### config.mk
export PLATFORM = sky130hd
export DESIGN_NAME = ctrl_fsm
export DESIGN_NICKNAME = d
export VERILOG_FILES = /design/src/rtl/ctrl_fsm.sv
export SDC_FILE = /design/constraint.sdc
export NUM_CORES = 1
export LEC_CHECK = 0
export BUFFER_PORTS_ARGS = -buffer_cell sky130_fd_sc_hd__buf_2
export CAP_MARGIN = 20
export CORE_MARGIN = 3
export CORE_UTILIZATION = 44
export CTS_CLUSTER_DIAMETER = 80
export CTS_CLUSTER_SIZE = 25
export DETAILED_ROUTE_END_ITERATION = 8
export PLACE_DENSITY = 0.82
export SYNTH_ARGS = -nofsm -noshare
export SYNTH_HDL_FRONTEND = slang
export SYNTH_SLANG_ARGS = --single-unit
### constraint.sdc
create_clock -name clk -period 1.7 [get_ports clk]
set_input_delay 0.085 -clock clk [delete_from_list [all_inputs] [get_ports clk]]
set_output_delay 0.085 -clock clk [all_outputs]
set_load 0.01 [all_outputs]
### src/rtl/ctrl_fsm.sv
// Multi-cycle MIPS-style controller: fetch/decode/execute sequencing with a debug state output.
// Optional macro CTRL_SHIFT_EN enables the sll/srl/sra R-type functs.
module ctrl_fsm (
    input  logic       clk,
    input  logic       rst,
    input  logic [5:0] Op,
    input  logic [5:0] Funct,
    input  logic       Zero,
    output logic       PCWrite,
    output logic       IRWrite,
    output logic       IorD,
    output logic       MemWrite,
    output logic       RegWrite,
    output logic       RegDst,
    output logic       MemtoReg,
    output logic       EXTOp,
    output logic [1:0] ALUSrcA,
    output logic [1:0] ALUSrcB,
    output logic [1:0] PCSource,
    output logic [4:0] ALUOp,
    output logic       Illegal,
    output logic [3:0] State
);

    // ALU operation codes, mirroring the ALUOp_* encodings shared with the datapath
    localparam logic [4:0] ALUOP_NOP  = 5'd0;
    localparam logic [4:0] ALUOP_ADD  = 5'd1;
    localparam logic [4:0] ALUOP_SUB  = 5'd2;
    localparam logic [4:0] ALUOP_SUBU = 5'd3;
    localparam logic [4:0] ALUOP_AND  = 5'd4;
    localparam logic [4:0] ALUOP_OR   = 5'd5;
    localparam logic [4:0] ALUOP_SLT  = 5'd6;
    localparam logic [4:0] ALUOP_SLL  = 5'd7;
    localparam logic [4:0] ALUOP_SRL  = 5'd8;
    localparam logic [4:0] ALUOP_SRA  = 5'd9;

    localparam logic [5:0] OP_RTYPE = 6'b000000;
    localparam logic [5:0] OP_LW    = 6'b100011;
    localparam logic [5:0] OP_SW    = 6'b101011;
    localparam logic [5:0] OP_BEQ   = 6'b000100;
    localparam logic [5:0] OP_J     = 6'b000010;
    localparam logic [5:0] OP_ORI   = 6'b001101;
    localparam logic [5:0] OP_ADDI  = 6'b001000;

    typedef enum logic [3:0] {
        FETCH  = 4'd0,
        DECODE = 4'd1,
        MEMADR = 4'd2,
        MEMRD  = 4'd3,
        MEMWB  = 4'd4,
        MEMWR  = 4'd5,
        REXE   = 4'd6,
        RWB    = 4'd7,
        BRANCH = 4'd8,
        JUMP   = 4'd9,
        IEXE   = 4'd10,
        IWB    = 4'd11
    } state_t;

    state_t state, next_state;

    logic       r_ok;
    logic       r_shift;
    logic [4:0] r_aluop;

    always_comb begin
        r_ok    = 1'b1;
        r_shift = 1'b0;
        r_aluop = ALUOP_NOP;
        case (Funct)
            6'b100001: r_aluop = ALUOP_ADD;
            6'b100000: r_aluop = ALUOP_ADD;
            6'b100011: r_aluop = ALUOP_SUBU;
            6'b100010: r_aluop = ALUOP_SUB;
            6'b100100: r_aluop = ALUOP_AND;
            6'b100101: r_aluop = ALUOP_OR;
            6'b101010: r_aluop = ALUOP_SLT;
`ifdef CTRL_SHIFT_EN
            6'b000000: begin r_aluop = ALUOP_SLL; r_shift = 1'b1; end
            6'b000010: begin r_aluop = ALUOP_SRL; r_shift = 1'b1; end
            6'b000011: begin r_aluop = ALUOP_SRA; r_shift = 1'b1; end
`endif
            default:   r_ok = 1'b0;
        endcase
    end

    always_ff @(posedge clk or posedge rst) begin
        if (rst) state <= FETCH;
        else     state <= next_state;
    end

    always_comb begin
        next_state = FETCH;
        PCWrite    = 1'b0;
        IRWrite    = 1'b0;
        IorD       = 1'b0;
        MemWrite   = 1'b0;
        RegWrite   = 1'b0;
        RegDst     = 1'b0;
        MemtoReg   = 1'b0;
        EXTOp      = 1'b0;
        ALUSrcA    = 2'b00;
        ALUSrcB    = 2'b00;
        PCSource   = 2'b00;
        ALUOp      = ALUOP_NOP;
        Illegal    = 1'b0;
        // Outputs stay quiet for the whole of reset even though state already reads FETCH
        if (!rst) begin
            case (state)
                FETCH: begin
                    IRWrite    = 1'b1;
                    ALUSrcB    = 2'b01;
                    ALUOp      = ALUOP_ADD;
                    PCWrite    = 1'b1;
                    next_state = DECODE;
                end
                DECODE: begin
                    ALUSrcB = 2'b11;
                    EXTOp   = 1'b1;
                    ALUOp   = ALUOP_ADD;
                    case (Op)
                        OP_RTYPE:        if (r_ok) next_state = REXE;
                                         else      Illegal    = 1'b1;
                        OP_LW, OP_SW:    next_state = MEMADR;
                        OP_BEQ:          next_state = BRANCH;
                        OP_J:            next_state = JUMP;
                        OP_ORI, OP_ADDI: next_state = IEXE;
                        default:         Illegal    = 1'b1;
                    endcase
                end
                MEMADR: begin
                    ALUSrcA    = 2'b01;
                    ALUSrcB    = 2'b10;
                    EXTOp      = 1'b1;
                    ALUOp      = ALUOP_ADD;
                    next_state = (Op == OP_SW) ? MEMWR : MEMRD;
                end
                MEMRD: begin
                    IorD       = 1'b1;
                    next_state = MEMWB;
                end
                MEMWB: begin
                    MemtoReg = 1'b1;
                    RegWrite = 1'b1;
                end
                MEMWR: begin
                    IorD     = 1'b1;
                    MemWrite = 1'b1;
                end
                REXE: begin
                    ALUSrcA    = r_shift ? 2'b10 : 2'b01;
                    ALUOp      = r_aluop;
                    next_state = RWB;
                end
                RWB: begin
                    RegDst   = 1'b1;
                    RegWrite = 1'b1;
                end
                BRANCH: begin
                    ALUSrcA  = 2'b01;
                    ALUOp    = ALUOP_SUB;
                    PCSource = 2'b01;
                    PCWrite  = Zero;
                end
                JUMP: begin
                    PCSource = 2'b10;
                    PCWrite  = 1'b1;
                end
                IEXE: begin
                    ALUSrcA    = 2'b01;
                    ALUSrcB    = 2'b10;
                    EXTOp      = (Op != OP_ORI);
                    ALUOp      = (Op == OP_ORI) ? ALUOP_OR : ALUOP_ADD;
                    next_state = IWB;
                end
                IWB: RegWrite = 1'b1;
                default: next_state = FETCH;
            endcase
        end
    end

    assign State = state;

endmodule

* Word-level counts from Yosys, hierarchy flattened
Cells that the tools add are included.
** Operators by class
- Reduce and logical (&&, ||, !) cells :: 14
- Multiplexer cells :: 36
- Equal/unequal tests :: 25
** Operator list (count)
- $eq 6x6->1 const B :: 9
- $pmux 4 s6 :: 1
- $mux 1 :: 20
- $pmux 4 s5 :: 1
- $pmux 5 s4 :: 1
- $pmux 3 s6 :: 1
- $eq 4x3->1 const B :: 4
- $eq 4x4->1 const B :: 4
- $reduce_or 2->1 :: 7
- $eq 6x4->1 const B :: 2
- $mux 3 :: 3
- $eq 4x2->1 const B :: 2
- $reduce_or 7->1 :: 1
- $eq 6x2->1 const B :: 1
- $eq 6x3->1 const B :: 1
- $logic_not 6->1 :: 1
- $ne 6x4->1 const B :: 1
- $pmux 1 s2 :: 3
- $pmux 2 s3 :: 1
- $reduce_or 3->1 :: 2
- $reduce_or 6->1 :: 1
- $mux 5 :: 1
- $eq 4x1->1 const B :: 1
- $logic_not 4->1 :: 1
- other kinds (4) :: 5
** Word-level totals
- Word-level logic and storage cells :: 76
- Bits in registers :: 4
- Output and inout port bits :: 24

* Logic depth before layout (Yosys ltp)
- Depth after elaboration :: 7
- Gate-level depth with buffers :: 5
- Depth with buffers taken out :: 4

* Least setup slack after synthesis
No wires, ideal clock.
- Path type :: reg2out
- From :: register state[1], in the netlist State[1]
- To :: output port ALUOp[0]
- Data arrival time :: 1.445 ns
- Cell stages (with the launch flop) :: 6
- Slack :: 0.170 ns
- Cell sequence :: dfrtp_1 buf_2 and2b_1 nand2_1 or4_1 a21oi_1
** Between the ends
- Longest elaborated chain between the ends :: 4
** RTL lines
- from (decl) :: RTL line 60 : state_t state, next_state;
- from (signal assigned) :: RTL line 89 : else state <= next_state;
- $eq 4x1->1 (tied with other cells) :: RTL line 109 : case (state)
- $reduce_or 3->1 (no line)
- $pmux 5 s4 (*) :: RTL line 109
- $mux 5 (*) :: RTL line 108 : if (!rst) begin
- to (decl) :: RTL line 20 : output logic [4:0] ALUOp,
Every way passes the cells marked *; elsewhere a longest branch is shown, timed or not.

* Worst setup path after layout
- From :: register state[0], in the netlist State[0]
- To :: output port ALUOp[0]
The elaborated chain is that of the path after synthesis.

==> results.yml <==
global_routing:
  globalRouteOverflowTotal: 0
  grt_pass1_vias: 792
  grt_use_total_pct: 22.2
  grt_start_max_net_pins: 16
  grt_antenna_before_repair: 0
  grt_first_pass_wirelength_mm: 3.48
logic_synthesis:
  synthXorXnorAreaFrac_pct: 4.90
  synth_sequential_area_ratio_pct: 14.0
  synth_seq_cells: 4
  mean_post_synth_cell_area_um2: 6.82
  synth_enable_flop_cells: 0
  ys.warnings.count: 0
  synth.area.mux_share_pct: 0
  async_set_reset_flop_share_out_of_synthesis_pct: 100
  synth_top_family_by_area: "simple AND/OR/NAND/NOR gates"
  netlist.area_leader.share_pct: 14.0
  synthAdderAreaFrac_pct: 1.40
  synthesized_area_um2: 716
  ys.flop_type: "dfrtp_1"
  synthesis.instances: 105
  post_synth_main_area_contributors: "dfrtp_1, nor3_1, a21oi_1"
  yosys.area_share.simple_pct: 42.8
  synth_top_cell_by_area: "dfrtp_1"
  number_of_distinct_library_cells_after_synthesis: 41
  synth-compound-area-share_pct: 25.3
routing:
  wl_per_cell_um: 14.1
  drt-vias-per-instance: 5.85
  drtIter0Drc: 35
  num_vias: 925
  totalWireLength_mm: 2.22
  antenna_left: 0
  remaining_drc_errors: 0
  drt_pass1_iterations: 4
clocking:
  cts.sinks: 4
  clk_transition_reported_paths_ps: 40
  worstSkewPairLatency_ps: 240
  cts_buffers: 3
  cts.htree.levels: 1
  cts_tree: "done"
  cts_root_buffer: "clkbuf_4"
  clk_path_buf_depth: 2
min_path:
  hold-path-cell-count: 2
  worst_hold_path_type: "in -> reg"
  timing.hold.worst.start: "Op[4]"
  whs_endpoint: "State[1]"
setup_path:
  crit_required_ps: 1620
  capture_instance_of_the_worst_register_to_register_path: "State[3]"
  worst-setup-path-type: "reg -> out"
  cp_capture_type: "output pin"
  worst_r2r_startpoint: "State[0]"
  worst_ep_arrival_time_ps: 1580
  setup.reg_to_reg.worst_slack_ps: 380
  worst_setup_path_start_kind: "register"
  timing.reg2reg.worst_path_depth: 4
  path_max_fanout: 2
status:
  outcome: "finished, final reports clean"
die:
  initial_utilization_pct: 50.6
  die_w_um: 46.3
  num_rows: 13
  floorplan.die.height_um: 46.3
  core_area_mm2: 0.00142
  boundaryPins: 39
  dieArea_mm2: 0.00215
cells_and_area:
  antenna_cells_inserted: 0
  layout-drive-gt1-share_pct: 37.1
  areaGrowthSynthToFinish_pct: 34.8
  numnets_final: 160
  flip_flop_count_of_the_largest_register_all_copies_and_words_added: 4
pwr:
  power.switching_fraction_pct: 35.3
  p_per_area_mw_per_mm2: 371
  ir_drop_v: 0.000227
  power.clock.fraction_pct: 33.9
  power_leakage_nw: 0.470
  comb_power_share_pct: 38.1
  report.power.total_w: 0.000358
  power_switching_w: 0.000127
  seq_power_share_pct: 28.0
  internal_power_of_the_cells_w: 0.000232
sta:
  finalHoldViolations: 0
  final_setup_violation_count: 0
  rsz_0062_raised_after_global_routing: "yes"
  fmax_mhz: 601
  slew_violations: 0
  timing.setup.tns_ps: 0
  period_minus_slack_ps: 1660
  final.setup_skew_ps: 1.70
  min_period_over_period_pct: 97.9
flow_run:
  timing.max_cap.violations: 0
placement:
  detailedPlacementHpwl_mm: 1.64
  gp_routability_congestion: 0.841
  placement.io_buffers: 35
[synthesized netlist by cell type, types with 2 or more instances]
| library cell | count |
|---|---|
| a211oi_1 | 2 |
| a21oi_1 | 6 |
| and3_1 | 2 |
| buf_2 | 2 |
| buf_4 | 3 |
| clkbuf_1 | 5 |
| dfrtp_1 | 4 |
| inv_1 | 6 |
| nand2_1 | 7 |
| nand2b_1 | 2 |
| nand4_1 | 2 |
| nand4b_1 | 2 |
| nor2_1 | 8 |
| nor2b_1 | 3 |
| nor3_1 | 11 |
| nor3b_1 | 4 |
| nor4_1 | 4 |
| o21a_1 | 4 |
| o21ai_0 | 4 |
| xnor2_1 | 2 |
| xor2_1 | 2 |
[per-layer routing]
layer / track usage, % / vias to the layer above / wire, um
li1: - / 464 / -
met1: 29.2 / 407 / 941
met2: 37.6 / 51 / 1090
met3: 1.17 / 3 / 178
met4: 7.95 / 0 / 17
met5: 0 / - / 0
[power by group through the flow]
stage	Sequential (W)	Clock, W	Combinational, W
6_report	0.000100	0.000121	0.000137
2_1_floorplan	0.000103	0	0.0000764
4_1_cts	0.000100	0.000117	0.000134
3_3_place_gp	0.000101	0	0.000127
5_1_grt	0.000101	0.000123	0.000151
3_5_place_dp	0.000101	0	0.000131
[placed cells by master (no fill, tap or decap), types with 3 or more instances in the layout]
master / count
a21oi_1: 5
buf_2: 35
nor2b_1: 3
o21a_1: 4
inv_1: 6
nand2_1: 7
o21ai_0: 4
conb_1: 3
clkbuf_4: 3
buf_4: 8
nor3b_1: 4
nor2_1: 8
nor3_1: 11
nor4_1: 4
[per-stage QoR]
| step | worst slack (ps) | cell area [um^2] | util (%) | hold WS, ps | std cells |
|---|---|---|---|---|---|
| after CTS | 9.50 | 947 | 66.9 | 132 | 157 |
| after global routing | -23.9 | 965 | 68.2 | 145 | 158 |
| after global placement | 250 | 906 | 64.0 | 116 | 152 |
| after detailed placement | 219 | 906 | 64.0 | 118 | 152 |
| final | 35.9 | 965 | 68.2 | 130 | 158 |
| after floorplan | 170 | 723 | - | -133 | 107 |
[cell type report]
class                           instances  area (um^2)
Multi-Input combinational cell         86          553
Clock buffer                            3         22.5
Fill cell                             129          450
Inverter                                6         22.5
Tap cell                               15         18.8
Timing Repair Buffer                   44          245
Sequential cell                         4          103
[cells by family after synthesis]
group / Yosys count
other: 1
AND/OR/NAND/NOR: 53
adder cells (fa/ha/maj): 1
AO/OA/AOI/OAI: 25
buffers and inverters: 17
XOR/XNOR: 4
flip-flops: 4
[worst max-delay path, cell delays in order (launching register included)]
cell and delay [ps]:
dfrtp_1 370, and2b_2 230, nand2_1 50, or4_4 420, a21oi_2 140, buf_2 130
[how the worst max path moves through the flow]
stage / from / endpoint / slack (ps) / depth (start not counted)
floorplan: State[1] / ALUOp[0] / 170 / 5
global placement: State[0] / ALUOp[0] / 250 / 5
detailed placement: State[0] / ALUOp[0] / 220 / 5
CTS: State[0] / ALUOp[0] / 10 / 5
global route: State[1] / EXTOp / -20 / 5
finish: State[0] / ALUOp[0] / 40 / 5
[timing repair]
action / CTS / global route
resized for setup: 1 / 4
pin swaps: 0 / 2
hold endpoints to repair: 4 / 0
buffers inserted: 1 / 1
hold buffers: 1 / 0
setup endpoints to repair: 1 / 7
(Power assumes the default switching activity.)
